--- src/rtl/lc3b_scoreboard_if.sv ---
// Decode/writeback bundle between the LC-3b issue stage and its register scoreboard.
interface lc3b_scoreboard_if;
    logic        issue_valid;
    logic [15:0] ir;
    logic        produces_dr;
    logic        need_sr1;
    logic        need_sr2;
    logic        need_Hsr;
    logic        wb_valid;
    logic [2:0]  wb_reg;
    logic        flush;
    logic        stall;
    logic        issue_ack;
    logic [7:0]  pending_mask;
    logic        busy;
    logic        underflow_err;

    modport master (
        output issue_valid, ir, produces_dr, need_sr1, need_sr2, need_Hsr,
        output wb_valid, wb_reg, flush,
        input  stall, issue_ack, pending_mask, busy, underflow_err
    );

    modport slave (
        input  issue_valid, ir, produces_dr, need_sr1, need_sr2, need_Hsr,
        input  wb_valid, wb_reg, flush,
        output stall, issue_ack, pending_mask, busy, underflow_err
    );
endinterface

--- src/rtl/lc3b_scoreboard.sv ---
// Per-register in-flight writer counters for R0-R7 with RAW/saturation stall.
// Optional macro SB_LINK_R7_EN: JSR/JSRR/TRAP are treated as writers of R7.
module lc3b_scoreboard #(
    parameter int CNT_W = 2
) (
    input logic              clk,
    input logic              rst_n,
    lc3b_scoreboard_if.slave sb
);
    localparam logic [CNT_W-1:0] CNT_MAX = {CNT_W{1'b1}};

    logic [7:0][CNT_W-1:0] cnt_q, cnt_d;
    logic                  underflow_q, underflow_d;
    logic [2:0]            dst;
    logic                  writes;
    logic                  src_hz, sat_hz, stall, ack;
    logic [7:0]            inc_v, dec_v, mask;
    logic                  unused_ir;

`ifdef SB_LINK_R7_EN
    logic is_link;
    assign is_link = (sb.ir[15:12] == 4'b0100) || (sb.ir[15:12] == 4'b1111);
    assign dst     = is_link ? 3'd7 : sb.ir[11:9];
    assign writes  = is_link || sb.produces_dr;
`else
    assign dst     = sb.ir[11:9];
    assign writes  = sb.produces_dr;
`endif
    assign unused_ir = ^{sb.ir[15:12], sb.ir[5:3]};

    // Hazards look only at current counts; a same-cycle writeback does not bypass.
    always_comb begin
        src_hz = (sb.need_sr1 && (cnt_q[sb.ir[8:6]]  != '0)) ||
                 (sb.need_sr2 && (cnt_q[sb.ir[2:0]]  != '0)) ||
                 (sb.need_Hsr && (cnt_q[sb.ir[11:9]] != '0));
        sat_hz = writes && (cnt_q[dst] == CNT_MAX);
        stall  = sb.issue_valid && (src_hz || sat_hz);
        ack    = sb.issue_valid && !stall && !sb.flush;
    end

    always_comb begin
        inc_v = '0;
        dec_v = '0;
        if (ack && writes) inc_v[dst]       = 1'b1;
        if (sb.wb_valid)   dec_v[sb.wb_reg] = 1'b1;
    end

    always_comb begin
        cnt_d       = cnt_q;
        underflow_d = underflow_q;
        if (sb.flush) begin
            cnt_d = '0;
        end else begin
            if (sb.wb_valid && (cnt_q[sb.wb_reg] == '0)) underflow_d = 1'b1;
            for (int i = 0; i < 8; i++) begin
                if (inc_v[i] && !dec_v[i])
                    cnt_d[i] = cnt_q[i] + CNT_W'(1);
                else if (dec_v[i] && !inc_v[i] && (cnt_q[i] != '0))
                    cnt_d[i] = cnt_q[i] - CNT_W'(1);
            end
        end
    end

    always_ff @(posedge clk or negedge rst_n) begin
        if (!rst_n) begin
            cnt_q       <= '0;
            underflow_q <= 1'b0;
        end else begin
            cnt_q       <= cnt_d;
            underflow_q <= underflow_d;
        end
    end

    always_comb begin
        mask = '0;
        for (int i = 0; i < 8; i++) mask[i] = (cnt_q[i] != '0);
    end

    assign sb.stall         = stall;
    assign sb.issue_ack     = ack;
    assign sb.pending_mask  = mask;
    assign sb.busy          = |mask;
    assign sb.underflow_err = underflow_q;
endmodule

--- src/flat_wrapper.sv ---
// flat-port wrapper written by rule: the top's interface ports become plain ports
module lc3b_scoreboard_flat 
#(
    parameter int CNT_W = 2
)
  (clk, rst_n, sb_issue_valid, sb_ir, sb_produces_dr, sb_need_sr1, sb_need_sr2, sb_need_Hsr, sb_wb_valid, sb_wb_reg, sb_flush, sb_stall, sb_issue_ack, sb_pending_mask, sb_busy, sb_underflow_err);
  lc3b_scoreboard_if sb_i ();
  input logic clk;
  input logic rst_n;
  input wire logic [$bits(sb_i.issue_valid)-1:0] sb_issue_valid;
  input wire logic [$bits(sb_i.ir)-1:0] sb_ir;
  input wire logic [$bits(sb_i.produces_dr)-1:0] sb_produces_dr;
  input wire logic [$bits(sb_i.need_sr1)-1:0] sb_need_sr1;
  input wire logic [$bits(sb_i.need_sr2)-1:0] sb_need_sr2;
  input wire logic [$bits(sb_i.need_Hsr)-1:0] sb_need_Hsr;
  input wire logic [$bits(sb_i.wb_valid)-1:0] sb_wb_valid;
  input wire logic [$bits(sb_i.wb_reg)-1:0] sb_wb_reg;
  input wire logic [$bits(sb_i.flush)-1:0] sb_flush;
  output wire logic [$bits(sb_i.stall)-1:0] sb_stall;
  output wire logic [$bits(sb_i.issue_ack)-1:0] sb_issue_ack;
  output wire logic [$bits(sb_i.pending_mask)-1:0] sb_pending_mask;
  output wire logic [$bits(sb_i.busy)-1:0] sb_busy;
  output wire logic [$bits(sb_i.underflow_err)-1:0] sb_underflow_err;
  assign sb_i.issue_valid = sb_issue_valid;
  assign sb_i.ir = sb_ir;
  assign sb_i.produces_dr = sb_produces_dr;
  assign sb_i.need_sr1 = sb_need_sr1;
  assign sb_i.need_sr2 = sb_need_sr2;
  assign sb_i.need_Hsr = sb_need_Hsr;
  assign sb_i.wb_valid = sb_wb_valid;
  assign sb_i.wb_reg = sb_wb_reg;
  assign sb_i.flush = sb_flush;
  assign sb_stall = sb_i.stall;
  assign sb_issue_ack = sb_i.issue_ack;
  assign sb_pending_mask = sb_i.pending_mask;
  assign sb_busy = sb_i.busy;
  assign sb_underflow_err = sb_i.underflow_err;
  lc3b_scoreboard #(.CNT_W(CNT_W)) u_core (.clk(clk), .rst_n(rst_n), .sb(sb_i));
endmodule
--- config.mk ---
export PLATFORM = sky130hd
export DESIGN_NAME = lc3b_scoreboard_flat
export DESIGN_NICKNAME = d
export VERILOG_FILES = /design/src/rtl/lc3b_scoreboard_if.sv /design/src/rtl/lc3b_scoreboard.sv /design/src/flat_wrapper.sv
export SDC_FILE = /design/constraint.sdc
export NUM_CORES = 1
export LEC_CHECK = 0
export CORE_MARGIN = 5
export CORE_UTILIZATION = 51
export DETAILED_ROUTE_END_ITERATION = 10
export PLACE_DENSITY_LB_ADDON = 0.2
export SLEW_MARGIN = 10
export SYNTH_ARGS = -nofsm -noshare
export SYNTH_HDL_FRONTEND = slang
export SYNTH_SLANG_ARGS = --single-unit
--- constraint.sdc ---
create_clock -name clk -period 3.5 [get_ports clk]
set_input_delay 0.7 -clock clk [delete_from_list [all_inputs] [get_ports clk]]
set_output_delay 0.7 -clock clk [all_outputs]
set_load 0.01 [all_outputs]
==> out/summary.md <==
STA
* Clock Skew: 0.01720 ns
* fmax: 0.3001 GHz
* setup repair after global routing missed its margin: no
* count of final setup violators: 0
* final worst-path cycle share: 0.9521
* hold violation count in the final report: 0
* measured slew at the worst slew-check pin: 0.8000 ns
* final-layout worst hold slack: 0.4838 ns
* max-slew headroom at the worst pin: 0.4650
* pins over their slew limit: 0
* min Tclk post-route: 3.332 ns

CTS
* CTS H-tree depth: 1
* CTS Hold Bufs: 0
* CTS tree: yes
* clock tree root driver cell: sky130_fd_sc_hd__clkbuf_4
* number of clock sinks: 17
* post-CTS clock slew at the launch and capture registers of the worst setup and hold paths: 0.11 ns
* clock insertion delay at the later pin of the skew report: 0.31 ns
* TritonCTS Buffers: 3
* maximum number of buffers from clock root to sink: 2

Final layout
* Fill cells: 279
* diode insertion count for antenna repair: 0
* footprint of the flip-flops and latches: 425.4 um2
* area of the multi-input gates: 1315 um2
* Finished Core Util: 0.6805
* synthesis-to-finish area growth: 28.54%
* share of final-layout standard cells stronger than drive strength 1: 0.1762
* total number of nets in the final design: 273
* final standard cell area without fillers: 2271 um2

Synthesis
* Mapped Area: 1767 um2
* fraction of registers with async set/reset: 1.000
* number of flops mapped to enable cells by yosys: 0
* Yosys warning count: 0
* Post-Syn Instances: 203
* ys flop type: sky130_fd_sc_hd__dfrtp_1
* share of the synthesized area in the top cell type: 0.2408
* register area share after synthesis: 0.2408
* Synth area leaders: sky130_fd_sc_hd__dfrtp_1, sky130_fd_sc_hd__mux4_2, sky130_fd_sc_hd__nor4_4
* cell type contributing the most total cell area after synthesis: sky130_fd_sc_hd__dfrtp_1
* top post-synthesis cells by count: sky130_fd_sc_hd__dfrtp_1, sky130_fd_sc_hd__nand2_1, sky130_fd_sc_hd__nor2_1
* post-synth net total: 231
* number of register bits inferred by synthesis: 17
* Post-Syn Area per Cell: 8.703 um2
* number of distinct library cells after synthesis: 50
* cell with the most instances after synthesis: sky130_fd_sc_hd__dfrtp_1

Min path
* path type of the worst min-delay path: reg -> reg

Routing
* first-iteration detailed-routing DRC count: 164
* via count: 1904
* count of antenna-violating nets left after detailed routing: 0
* detail-routed net length per standard cell: 18.87 um
* wire length after detailed routing: 5471 um
* number of detailed-routing iterations run before antenna repair: 5
* count of unresolved DRC violations after routing: 0
* ratio of routed vias to standard cells: 6.566

Floorplan
* starting density of the core: 0.5294
* Die ar.: 4741 um2
* die outline width: 68.86 um
* floorplan row count: 21
* number of top-level pins: 40
* die boundary height: 68.86 um
* placeable core area: 3337 um2

Global routing
* total track usage: 0.2518
* wire length of the first global-routing pass: 8818 um
* number of global-route vias before repair: 1935
* maximum number of pins on one net before global-route repair: 20
* initial antenna violation count: 0
* grt ovf: 0

Placement
* dpl hpwl: 4200 um
* total of buffers placed on input and output ports: 32
* placement-stage cell area: 2207 um2
* routability-driven placement congestion ratio: 0.8372

Pwr
* worst voltage drop across the vdd grid: 179.7 uV
* reported leakage power: 0.8976 nW
* total power divided by cell area: 191.8 nW/um2

Outcome
* result of the run: completed

Critical path
* crit start category: flip-flop
* Worst Path Arrival: 2.63 ns
* crit path capture type: output pin
* Required @ worst endpoint: 2.80 ns
* Crit Path Category: reg -> out
* largest fanout on the critical path: 10

Flow run
* count of maximum capacitance violations: 0

-- cells in the final DEF, fill, tap and decap left out, types with 3 or more instances in the layout --
cell type / netlist / layout
sky130_fd_sc_hd__clkdlybuf4s50_1: 0 / 25
sky130_fd_sc_hd__dfrtp_1: 17 / 17
sky130_fd_sc_hd__buf_4: 0 / 14
sky130_fd_sc_hd__nand2_1: 13 / 13
sky130_fd_sc_hd__nor2_1: 12 / 11
sky130_fd_sc_hd__nor3_1: 10 / 10
sky130_fd_sc_hd__nand3_1: 9 / 9
sky130_fd_sc_hd__o21ai_0: 8 / 8
sky130_fd_sc_hd__nor2b_1: 7 / 7
sky130_fd_sc_hd__a211oi_1: 7 / 7
sky130_fd_sc_hd__or2_1: 6 / 6
sky130_fd_sc_hd__nand2b_1: 6 / 6
sky130_fd_sc_hd__nor3b_1: 7 / 6
sky130_fd_sc_hd__mux4_2: 5 / 5
sky130_fd_sc_hd__a31oi_1: 5 / 5
sky130_fd_sc_hd__o21bai_1: 5 / 5
sky130_fd_sc_hd__nor4_4: 5 / 5
sky130_fd_sc_hd__nand4_1: 5 / 5
sky130_fd_sc_hd__mux2i_1: 5 / 5
sky130_fd_sc_hd__o211ai_1: 5 / 5
sky130_fd_sc_hd__a21oi_1: 5 / 5
sky130_fd_sc_hd__inv_1: 4 / 4
sky130_fd_sc_hd__and2_1: 4 / 4
sky130_fd_sc_hd__nand4b_1: 4 / 4
sky130_fd_sc_hd__dlygate4sd2_1: 0 / 4
sky130_fd_sc_hd__nor4b_1: 4 / 3
sky130_fd_sc_hd__and3_1: 3 / 3
sky130_fd_sc_hd__xnor2_1: 3 / 3
sky130_fd_sc_hd__clkbuf_4: 0 / 3
-- layer usage --
layer | wire length (um) | track usage | up-vias | part of all wire
met5 | 0 | 0 | - | 0
met4 | 170 | 0.1314 | 0 | 0.031
met2 | 2776 | 0.4357 | 91 | 0.51
met1 | 2045 | 0.3007 | 913 | 0.37
met3 | 479 | 0.03566 | 21 | 0.088
li1 | - | - | 879 | -
-- state kept, by name (all words and copies together) (netlist names) --
signal	flops
u_core.cnt_q	16
u_core.sb.underflow_err	1
-- cells by family (layout without fill, tap and decap cells) --
group / after synthesis / in the layout / synth area share
flip-flops: 17 / 17 / 0.2408
AND/OR/NAND/NOR: 106 / 106 / 0.3952
XOR/XNOR: 3 / 3 / 0.01488
adder cells (fa/ha/maj): 2 / 2 / 0.01416
AO/OA/AOI/OAI: 49 / 49 / 0.1912
buffers and inverters: 14 / 55 / 0.03470
multiplexers: 12 / 12 / 0.1091
-- worst paths after layout --
check                                         from                      end  slack, ns  depth (start not counted)
setup / recovery                   u_core.cnt_q[4]                  sb_busy       0.17                          4
hold / removal             u_core.sb.underflow_err  u_core.sb.underflow_err       0.48                          1
setup reg to reg                   u_core.cnt_q[4]         u_core.cnt_q[10]       0.71                          7
hold reg to reg            u_core.sb.underflow_err  u_core.sb.underflow_err       0.48                          1
max in group asynchronous                    rst_n          u_core.cnt_q[8]       2.14                          1
min in group asynchronous                    rst_n          u_core.cnt_q[4]       0.84                          1
-- cell type report --
class,count,area share
clock buffer,3,0.009917
clock inverter,1,0.002204
inverter,5,0.008264
multi-input combinational,172,0.5791
sequential,17,0.1873
tap,46,0.02534
timing repair buffer,46,0.1879
-- report_power, final --
group          switching, W  internal (W)  total [W]
Combinational     0.0000686     0.0000570   0.000126
Sequential       0.00000236      0.000197   0.000200
Clock             0.0000677     0.0000427   0.000110
-- repair_timing --
item | in CTS | in global routing
setup buffers | 0 | 0
endpoints found under the setup margin | 2 | 3
resized for setup | 9 | 6
cloned | 0 | 0
pin swaps | 1 | 0
-- critical path, stage by stage (launching register included) --
cell                              delay (ns)
sky130_fd_sc_hd__dfrtp_1                0.53
sky130_fd_sc_hd__or2_1                  0.30
sky130_fd_sc_hd__or4_1                  0.51
sky130_fd_sc_hd__or4_1                  0.49
sky130_fd_sc_hd__clkdlybuf4s50_1        0.49
-- through the flow --
step / setup slack [ns] / cells / power (W) / setup TNS, ns
final: 0.1677 / 290 / 0.0004356 / 0
after global routing: 0.05723 / 290 / 0.0004610 / 0
after CTS: 0.009111 / 290 / 0.0004360 / 0
after detailed placement: -0.3629 / 286 / 0.0003265 / -2.022
after global placement: -0.3277 / 286 / 0.0003210 / -1.024
after floorplan: 0.6849 / 203 / 0.0002663 / 0
Note: power is estimated with default switching activity, not from simulation.
